`src/rtl/uart_autobaud_rx.sv`:
```
// uart_autobaud_rx: 8N1 UART receiver that measures its bit period from a 0x55 sync character.
// Optional macro UART_AUTOBAUD_BREAK_RELOCK_EN: a 16-bit-time break while locked drops lock and recalibrates.
module uart_autobaud_rx #(
    parameter int CLOCK    = 100_000_000,
    parameter int MIN_BAUD = 9_600,
    parameter int MAX_BAUD = 921_600,
    localparam int CNT_W   = $clog2(8 * CLOCK / MIN_BAUD + 1)
) (
    input  logic             aclk,
    input  logic             areset,
    input  logic             uart_rx,
    input  logic             recal,
    output logic [7:0]       m_axis_tdata,
    output logic             m_axis_tvalid,
    input  logic             m_axis_tready,
    output logic             locked,
    output logic [CNT_W-1:0] baud_div,
    output logic             rx_done,
    output logic [1:0]       rx_error
);

    localparam logic [CNT_W:0]   DIV_MIN  = (CNT_W + 1)'(CLOCK / MAX_BAUD);
    localparam logic [CNT_W:0]   DIV_MAX  = (CNT_W + 1)'(CLOCK / MIN_BAUD);
    localparam logic [CNT_W-1:0] MEAS_MAX = CNT_W'(8 * CLOCK / MIN_BAUD);
    localparam logic [CNT_W-1:0] CNT_ZERO = {CNT_W{1'b0}};
    localparam logic [CNT_W-1:0] CNT_ONE  = CNT_W'(1'b1);

    typedef enum logic [2:0] {
        UNCAL   = 3'd0,
        MEASURE = 3'd1,
        IDLE    = 3'd2,
        START   = 3'd3,
        DATA    = 3'd4,
        STOP    = 3'd5
    } state_t;

    state_t           state_r;
    logic [1:0]       sync_r;
    logic             prev_r;
    logic [CNT_W-1:0] cnt_r;       // measurement counter, then bit timer
    logic [1:0]       edge_cnt_r;
    logic [2:0]       bit_cnt_r;
    logic [7:0]       shift_r;
    logic             rx_s;
    logic             fall_s;
    logic [CNT_W:0]   div_s;
    logic [CNT_W-1:0] half_s;
`ifdef UART_AUTOBAUD_BREAK_RELOCK_EN
    logic [CNT_W+3:0] low_cnt_r;
    logic             brk_r;
    logic [CNT_W+3:0] brk_len_s;
`endif

    // Synchronized line, edge detect, rounded divisor and half-bit offset.
    always_comb begin
        rx_s   = sync_r[1];
        fall_s = prev_r & ~rx_s;
        div_s  = ({1'b0, cnt_r} + (CNT_W + 1)'(3'd4)) >> 3'd3;
        half_s = baud_div >> 1'b1;
`ifdef UART_AUTOBAUD_BREAK_RELOCK_EN
        brk_len_s = {baud_div, 4'b0000};
`endif
    end

    // Synchronizer, calibration/receive FSM and output register.
    always_ff @(posedge aclk) begin
        if (areset) begin
            sync_r        <= 2'b11;
            prev_r        <= 1'b1;
            state_r       <= UNCAL;
            cnt_r         <= CNT_ZERO;
            edge_cnt_r    <= 2'd0;
            bit_cnt_r     <= 3'd0;
            shift_r       <= 8'h00;
            locked        <= 1'b0;
            baud_div      <= CNT_ZERO;
            m_axis_tvalid <= 1'b0;
            m_axis_tdata  <= 8'h00;
            rx_done       <= 1'b0;
            rx_error      <= 2'b00;
`ifdef UART_AUTOBAUD_BREAK_RELOCK_EN
            low_cnt_r     <= {(CNT_W + 4){1'b0}};
            brk_r         <= 1'b0;
`endif
        end else begin
            sync_r  <= {sync_r[0], uart_rx};
            prev_r  <= rx_s;
            rx_done <= 1'b0;
            if (m_axis_tvalid && m_axis_tready) begin
                m_axis_tvalid <= 1'b0;
            end
            if (recal) begin
                state_r <= UNCAL;
                locked  <= 1'b0;
            end
`ifdef UART_AUTOBAUD_BREAK_RELOCK_EN
            else if (brk_r && rx_s) begin
                state_r <= UNCAL;
                locked  <= 1'b0;
            end
`endif
            else begin
                case (state_r)
                    UNCAL: begin
                        // Start at 1 so the count at the closing edge equals the full 8-bit span.
                        if (fall_s) begin
                            state_r    <= MEASURE;
                            cnt_r      <= CNT_ONE;
                            edge_cnt_r <= 2'd0;
                        end
                    end
                    MEASURE: begin
                        cnt_r <= cnt_r + CNT_ONE;
                        if (cnt_r > MEAS_MAX) begin
                            state_r <= UNCAL;
                        end else if (fall_s) begin
                            if (edge_cnt_r == 2'd3) begin
                                if ((div_s >= DIV_MIN) && (div_s <= DIV_MAX)) begin
                                    baud_div <= div_s[CNT_W-1:0];
                                    locked   <= 1'b1;
                                    state_r  <= IDLE;
                                end else begin
                                    state_r  <= UNCAL;
                                end
                            end else begin
                                edge_cnt_r <= edge_cnt_r + 2'd1;
                            end
                        end
                    end
                    IDLE: begin
                        if (fall_s) begin
                            state_r <= START;
                            cnt_r   <= half_s;
                        end
                    end
                    START: begin
                        if (cnt_r != CNT_ZERO) begin
                            cnt_r <= cnt_r - CNT_ONE;
                        end else if (!rx_s) begin
                            state_r   <= DATA;
                            cnt_r     <= baud_div - CNT_ONE;
                            bit_cnt_r <= 3'd0;
                        end else begin
                            rx_error <= 2'b01;
                            state_r  <= IDLE;
                        end
                    end
                    DATA: begin
                        if (cnt_r != CNT_ZERO) begin
                            cnt_r <= cnt_r - CNT_ONE;
                        end else begin
                            shift_r   <= {rx_s, shift_r[7:1]};
                            bit_cnt_r <= bit_cnt_r + 3'd1;
                            cnt_r     <= baud_div - CNT_ONE;
                            if (bit_cnt_r == 3'd7) begin
                                state_r <= STOP;
                            end
                        end
                    end
                    STOP: begin
                        if (cnt_r != CNT_ZERO) begin
                            cnt_r <= cnt_r - CNT_ONE;
                        end else begin
                            if (!rx_s) begin
                                rx_error <= 2'b10;
                            end else if (!m_axis_tvalid || m_axis_tready) begin
                                m_axis_tdata  <= shift_r;
                                m_axis_tvalid <= 1'b1;
                                rx_done       <= 1'b1;
                                rx_error      <= 2'b00;
                            end else begin
                                rx_error <= 2'b11;
                            end
                            // An edge coinciding with the stop sample opens the next frame directly.
                            if (fall_s) begin
                                state_r <= START;
                                cnt_r   <= half_s;
                            end else begin
                                state_r <= IDLE;
                            end
                        end
                    end
                    default: begin
                        state_r <= UNCAL;
                        locked  <= 1'b0;
                    end
                endcase
            end
`ifdef UART_AUTOBAUD_BREAK_RELOCK_EN
            if (recal || !locked || rx_s) begin
                low_cnt_r <= {(CNT_W + 4){1'b0}};
            end else if (low_cnt_r != brk_len_s) begin
                low_cnt_r <= low_cnt_r + (CNT_W + 4)'(1'b1);
            end else begin
                low_cnt_r <= low_cnt_r;
            end
            if (recal || (brk_r && rx_s)) begin
                brk_r <= 1'b0;
            end else if (locked && !rx_s && (low_cnt_r == brk_len_s)) begin
                brk_r <= 1'b1;
            end else begin
                brk_r <= brk_r;
            end
`endif
        end
    end

endmodule

```
`config.mk`:
```
export PLATFORM = sky130hd
export DESIGN_NAME = uart_autobaud_rx
export DESIGN_NICKNAME = d
export VERILOG_FILES = /design/src/rtl/uart_autobaud_rx.sv
export SDC_FILE = /design/constraint.sdc
export NUM_CORES = 1
export LEC_CHECK = 0
export CORE_ASPECT_RATIO = 0.8
export CORE_UTILIZATION = 45
export CTS_CLUSTER_DIAMETER = 120
export DETAILED_ROUTE_END_ITERATION = 12
export PLACE_DENSITY_LB_ADDON = 0.08
export SYNTH_ARGS = -nofsm -noshare
export SYNTH_HDL_FRONTEND = slang
export SYNTH_SLANG_ARGS = --single-unit
```
`constraint.sdc`:
```
create_clock -name aclk -period 3.25 [get_ports aclk]
set_input_delay 0.65 -clock aclk [delete_from_list [all_inputs] [get_ports aclk]]
set_output_delay 0.65 -clock aclk [all_outputs]
set_load 0.01 [all_outputs]
```
; ---- Word level (Yosys, flattened, before mapping)
; Cells that the tools add are included.
[word_totals]
regBits = 64
latchBits = 0
ramBits = 0
rom_bits = 0
in_bits = 5
output_inout_bits = 30
elab_cells = 121
mem_count = 0
[classes]
addsub = 6
multipliers = 0
div_mod_pow = 0
magnitude_cmp = 3
eq_ne = 23
shifts = 0
mux = 47
bitwise = 7
n_reduce_logical = 22
[op_table]
columns = operator, count
row1 = $mux W17, 6
row2 = $pmux W17 S6, 1
row3 = $mux W3, 13
row4 = $ne A2 B2 Y1 const B, 13
row5 = $mux W2, 10
row6 = $reduce_and A5 Y1, 4
row7 = $add A17 B3 Y18 const B, 1
row8 = $pmux W3 S6, 1
row9 = $add A17 B1 Y17 const B, 1
row10 = $gt A17 B17 Y1 const B, 1
row11 = $reduce_bool A17 Y1, 1
row12 = $sub A17 B1 Y17 const B, 1
row13 = $sub A15 B1 Y16 const B, 1
row14 = $ge A15 B7 Y1 const B, 1
row15 = $le A15 B14 Y1 const B, 1
row16 = $mux W1, 12
row17 = $reduce_and A6 Y1, 2
row18 = $reduce_or A5 Y1, 2
row19 = $eq A3 B3 Y1 const B, 3
row20 = $ne A3 B3 Y1 const B, 3
row21 = $pmux W2 S2, 2
row22 = $reduce_and A8 Y1, 1
row23 = $eq A3 B2 Y1 const B, 2
row24 = $not A1 Y1, 6
row25 = 16 further kinds, 19

; ---- Longest topological paths before layout
[depth]
ltp_word = 8
depth_mapped = 11
ltp_nobuf = 9

; ---- Worst setup path after synthesis
; No wires, ideal clock.
[synth_path]
kind = register -> register
startpoint = register cnt_r[2]
endpoint = register baud_div[11]
setup_time_ns = 0.101
arrival_time_ns = 2.497
t_required_ns = 3.149
setup_slack_ns = 0.652
stages_incl_launch_ff = 11
period_less_slack_ns = 2.598
path_cell_list = dfxtp_1 ha_1 and3_1 clkbuf_1 nand4_1 xor2_1 o311ai_0 o311ai_2 clkbuf_1 o211ai_1 o41ai_1
[synth_between]
elab_chain_cells = 4
word_cells_on_any_way = 7
cone_classes = 1 x add/sub / 3 x order compare / 1 x bitwise / 2 x reduce/logical
[synth_rtl]
columns = item, line_no
row1 = from (decl), 40  ; logic [CNT_W-1:0] cnt_r;
row2 = from (signal assigned), 113  ; cnt_r <= cnt_r + CNT_ONE;
row3 = from (signal assigned), 133  ; cnt_r <= half_s;
row4 = from (signal assigned), 138  ; cnt_r <= cnt_r - CNT_ONE;
row5 = $add A17 B3 Y18, 58  ; div_s = ({1'b0, cnt_r} + (CNT_W + 1)'(3'd4)) >> 3'd3;
row6 = $ge A15 B7 Y1 / $le A15 B14 Y1 (equally long branches), 118  ; if ((div_s >= DIV_MIN) && (div_s <= DIV_MAX)) begin
row7 = $logic_and A1 B1 Y1, 118
row8 = $reduce_and A6 Y1 (no line), -
row9 = to (signal assigned), 119  ; baud_div <= div_s[CNT_W-1:0];
row10 = to (decl), 17  ; output logic [CNT_W-1:0] baud_div,
; Several ways; a longest one is shown, not always the timed one.
; A chain may end at the register's enable or synchronous reset.

; ---- Final worst setup path
[layout_path]
startpoint = register cnt_r[9]
endpoint = register locked
[layout_between]
elab_chain_cells = 5
word_cells_on_any_way = 8
cone_classes = 1 x add/sub / 3 x order compare / 2 x eq/ne / 2 x reduce/logical
[layout_rtl]
columns = item, line_no
row1 = $add A17 B3 Y18, 58
row2 = $ge A15 B7 Y1 / $le A15 B14 Y1 (equally long branches), 118
row3 = $logic_and A1 B1 Y1, 118
row4 = $ne A2 B2 Y1 (no line), -
row5 = $reduce_and A5 Y1 (no line) *, -
row6 = to (signal assigned), 94  ; locked <= 1'b0;
row7 = to (signal assigned), 120  ; locked <= 1'b1;
row8 = to (signal assigned), 185  ; locked <= 1'b0;
row9 = to (decl), 16  ; output logic locked,
; Mark *: on every way between the ends. The rest lies on a longest branch, timed or not.

==> impl_metrics.ini <==
[setup_path]
reg2reg_slack_ps = 170
crit_arrival_ps = 3300
crit_fanout = 11
cp_cell_sequence = and3_1 > nand3_1 > nor4_2 > xnor2_1 > a221oi_2 > or4_1 > o41ai_1
r2r_start = cnt_r[9]
crit_buf_inv = 0
worst-r2r-cell-count = 7
worstSetupStartpointType = flop
critPathRequiredTime_ps = 3470
cpMaxStageDelayCell = or4_1
cp.depth = 7
slowest_delay_ps = 620
setup.worst_path.end_class = flop
regToRegEndpoint = locked
cp_top_family = simple AND/OR/NAND/NOR gates
path_class = flop to flop

[logic_synthesis]
synth_compound_area_frac = 0.2775
synth-xor-area-share = 0.05887
synthAdderAreaFrac = 0.02548
synth-simple-area-share = 0.2620
synth_area_sq_mm = 0.004910
synth_edf_count = 0
async_flop_share = 0
synth_mux_area_frac = 0.04077
yosysWarnings = 0
synth-seq-cells = 64
syn_inst = 655
yosysUniqueCellTypes = 74
ys.flop_type = dfxtp_1
synth_top_family_by_area = compound AO/OA/AOI/OAI gates
avgSynthCellArea_sq_um = 7.496
ys_seq_area_frac = 0.2610

[clock_tree]
cts_tree = built
numCtsBuffers = 9
hold_buffers = 0
insertion_delay_ps = 340
cts_root_buf = clkbuf_16
clkSlewWorstSetupHoldPaths_ps = 60
postCtsSetupBuffers = 0
clock_path_buffers = 2
cts.sinks = 64
post_cts_resized = 0
htreeDepth = 3

[run_status]
outcome = complete, no violations

[global_routing]
grt_max_degree = 41
grt_pass1_wl_um = 29270
grt_antenna_before_repair = 0
grt_pass1_vias = 4968
grt_usage = 0.3471
overflow = 0

[finish]
finalCoreUtilization = 0.5552
nets = 695
n_antenna_cell = 0
final_cells = 825
n_fill_cell = 1018
area_growth_pct = 18.12
drive_above_1_share = 0.1314

[sta]
slew_headroom = 0.4819
min_period_ps = 3079
worst_pin_slew_ps = 777.1
slew_violations = 0
finalCritPeriodShare = 0.9474
rsz0062_at_grt = false
fin_ws_ps = 171.0
hold_viol_final = 0
skew_ps = 8.553
setup-violations-final = 0
timing.setup.tns_ps = 0
fmax_mhz = 324.8

[floorplanning]
die_w_um = 118.8
io_pins = 35
dieHeight_um = 95.43
core_sq_mm = 0.01045
start_util = 0.4700
dieArea_sq_mm = 0.01133
rows = 33

[detailed_routing]
viasPerCell = 6.638
antenna_left = 0
wl_um = 19110
firstDrtPassIters = 5
drc = 0
via_count = 5476
drt_iter0_markers = 816
wl_per_cell_um = 23.16

[pwr]
p_per_area_mw_per_mm2 = 324.4
vdd_drop_max_v = 0.0002620
power_switching_uw = 465.9
p_comb_frac = 0.055
netSwitchingFraction = 0.2477
power.leakage_uw = 0.002115
seq_power_share = 0.420
power_uw = 1881
p_int_uw = 1415
p_clk_frac = 0.525

[placed_design]
dp.cells = 809
place.gp.congestion = 1.030
io_buffers = 32
dpl.hpwl_um = 13870
dpl_worst_slack_ps = 268.5

[worst_hold_path]
min_path_cells = 1
hold_path_end = sync_r[1]
min-delay-start = sync_r[0]
hold_class = flop to flop

[run]
max_cap_violations = 0
[worst max path at each step]
| stage | startpoint | endpoint | slack, ps |
|---|---|---|---|
| 2_1_floorplan | cnt_r[2] | baud_div[11] | 650 |
| 3_3_place_gp | cnt_r[9] | baud_div[12] | 190 |
| 3_5_place_dp | cnt_r[9] | state_r[1] | 270 |
| 4_1_cts | cnt_r[9] | baud_div[14] | 240 |
| 5_1_grt | cnt_r[9] | state_r[1] | 70 |
| 6_report | cnt_r[9] | locked | 170 |
[power groups by stage]
stage	logic, uW	clock network (uW)	registers, uW
after floorplan	64.6	0	806
after global placement	98.9	0	807
after detailed placement	98.7	0	807
after CTS	99.3	1000	790
after global routing	109	1030	790
final	103	988	790
[cell type report]
type	count	area, sq um	share of cell area
Sequential cell	64	1281	0.2209
Clock inverter	7	72.57	0.01251
Clock buffer	9	225.2	0.03883
Multi-Input combinational cell	507	3278	0.5653
Inverter	15	56.30	0.009709
Timing Repair Buffer	83	710.7	0.1225
Tap cell	140	175.2	0.03020
[state kept, by name (all words and copies together), names as in the netlist]
| signal | count |
|---|---|
| m_axis_tdata | 8 |
| rx_error | 2 |
| cnt_r | 17 |
| baud_div | 15 |
| m_axis_tvalid | 1 |
| rx_done | 1 |
| state_r | 3 |
| sync_r | 2 |
| edge_cnt_r | 2 |
| shift_r | 8 |
| prev_r | 1 |
| bit_cnt_r | 3 |
| locked | 1 |
[through the flow]
| step | area (sq um) | hold slack [ps] |
|---|---|---|
| floorplan | 4913 | 389.5 |
| global placement | 5494 | 395.2 |
| detailed placement | 5494 | 396.8 |
| CTS | 5792 | 410.5 |
| global route | 5799 | 422.1 |
| finish | 5799 | 407.9 |
[routing by layer]
| layer | wire length, um | track usage | share of wire | vias to the layer above |
|---|---|---|---|---|
| met2 | 7608 | 0.4883 | 0.40 | 366 |
| met4 | 631 | 0.1424 | 0.033 | 0 |
| met1 | 8407 | 0.4828 | 0.44 | 2569 |
| li1 | - | - | - | 2481 |
| met3 | 2459 | 0.1130 | 0.13 | 60 |
| met5 | 0 | 0 | 0 | - |
[synthesized netlist by cell type (3+ instances only)]
cell type	n	area [sq um]
a211oi_1	8	60.06
a21oi_1	41	205.2
a221o_1	4	40.04
a221oi_1	9	78.83
a22o_1	4	35.03
a22oi_1	6	45.04
a32o_1	3	30.03
and2_1	10	62.56
and3_1	5	31.28
buf_2	19	95.09
buf_4	3	22.52
clkbuf_1	46	172.7
dfxtp_1	64	1281
ha_1	10	125.1
inv_1	15	56.30
mux2i_1	20	200.2
nand2_1	69	259.0
nand2b_1	8	50.05
nand3_1	19	95.09
nand3b_1	3	22.52
nand4_1	17	106.4
nor2_1	58	217.7
nor2b_1	6	37.54
nor3_1	13	65.06
nor3b_1	3	22.52
nor4_1	12	75.07
nor4_2	3	37.54
o211ai_1	17	127.6
o21ai_0	30	150.1
o22ai_1	15	93.84
o311ai_0	3	26.28
o41ai_1	15	131.4
or2_2	5	31.28
or3_1	8	50.05
xnor2_1	22	192.7
xor2_1	11	96.34
[worst register-to-register path: cells and delay by family, from the launching register on]
| family | cells | cell delay [ps] |
|---|---|---|
| simple gates | 4 | 1590 |
| flops | 1 | 560 |
| compound gates | 2 | 440 |
| xor+xnor | 1 | 360 |
[layout by cell type, fill, tap and decap left out, types with 4 or more instances in the layout]
cell / count
ha_1: 10
or2_2: 5
mux2i_1: 20
nand3_1: 19
nor2b_1: 6
a21oi_1: 41
o211ai_1: 17
clkbuf_16: 9
and3_1: 5
nor2_1: 58
a221o_1: 4
nor4_1: 12
xor2_1: 10
dfxtp_1: 64
nor3_1: 13
a22o_1: 4
or3_1: 8
nand2b_1: 8
xnor2_1: 22
o41ai_1: 15
a22oi_1: 6
a211oi_1: 8
o22ai_1: 15
inv_1: 15
clkdlybuf4s50_1: 31
nand4_1: 17
a221oi_1: 9
nand2_1: 69
and2_1: 10
buf_4: 50
o21ai_0: 30
[cell families (layout without fill, tap and decap cells)]
family | count (synthesis) | in the layout
xor gates and xnor gates | 33 | 33
and+or+nand+nor | 252 | 252
muxes | 20 | 20
buffers and inverters | 85 | 114
other | 1 | 2
adders and majority gates | 10 | 10
DFF | 64 | 64
AOI/OAI and AO/OA | 190 | 190
Note: power is estimated with default switching activity, not from simulation.
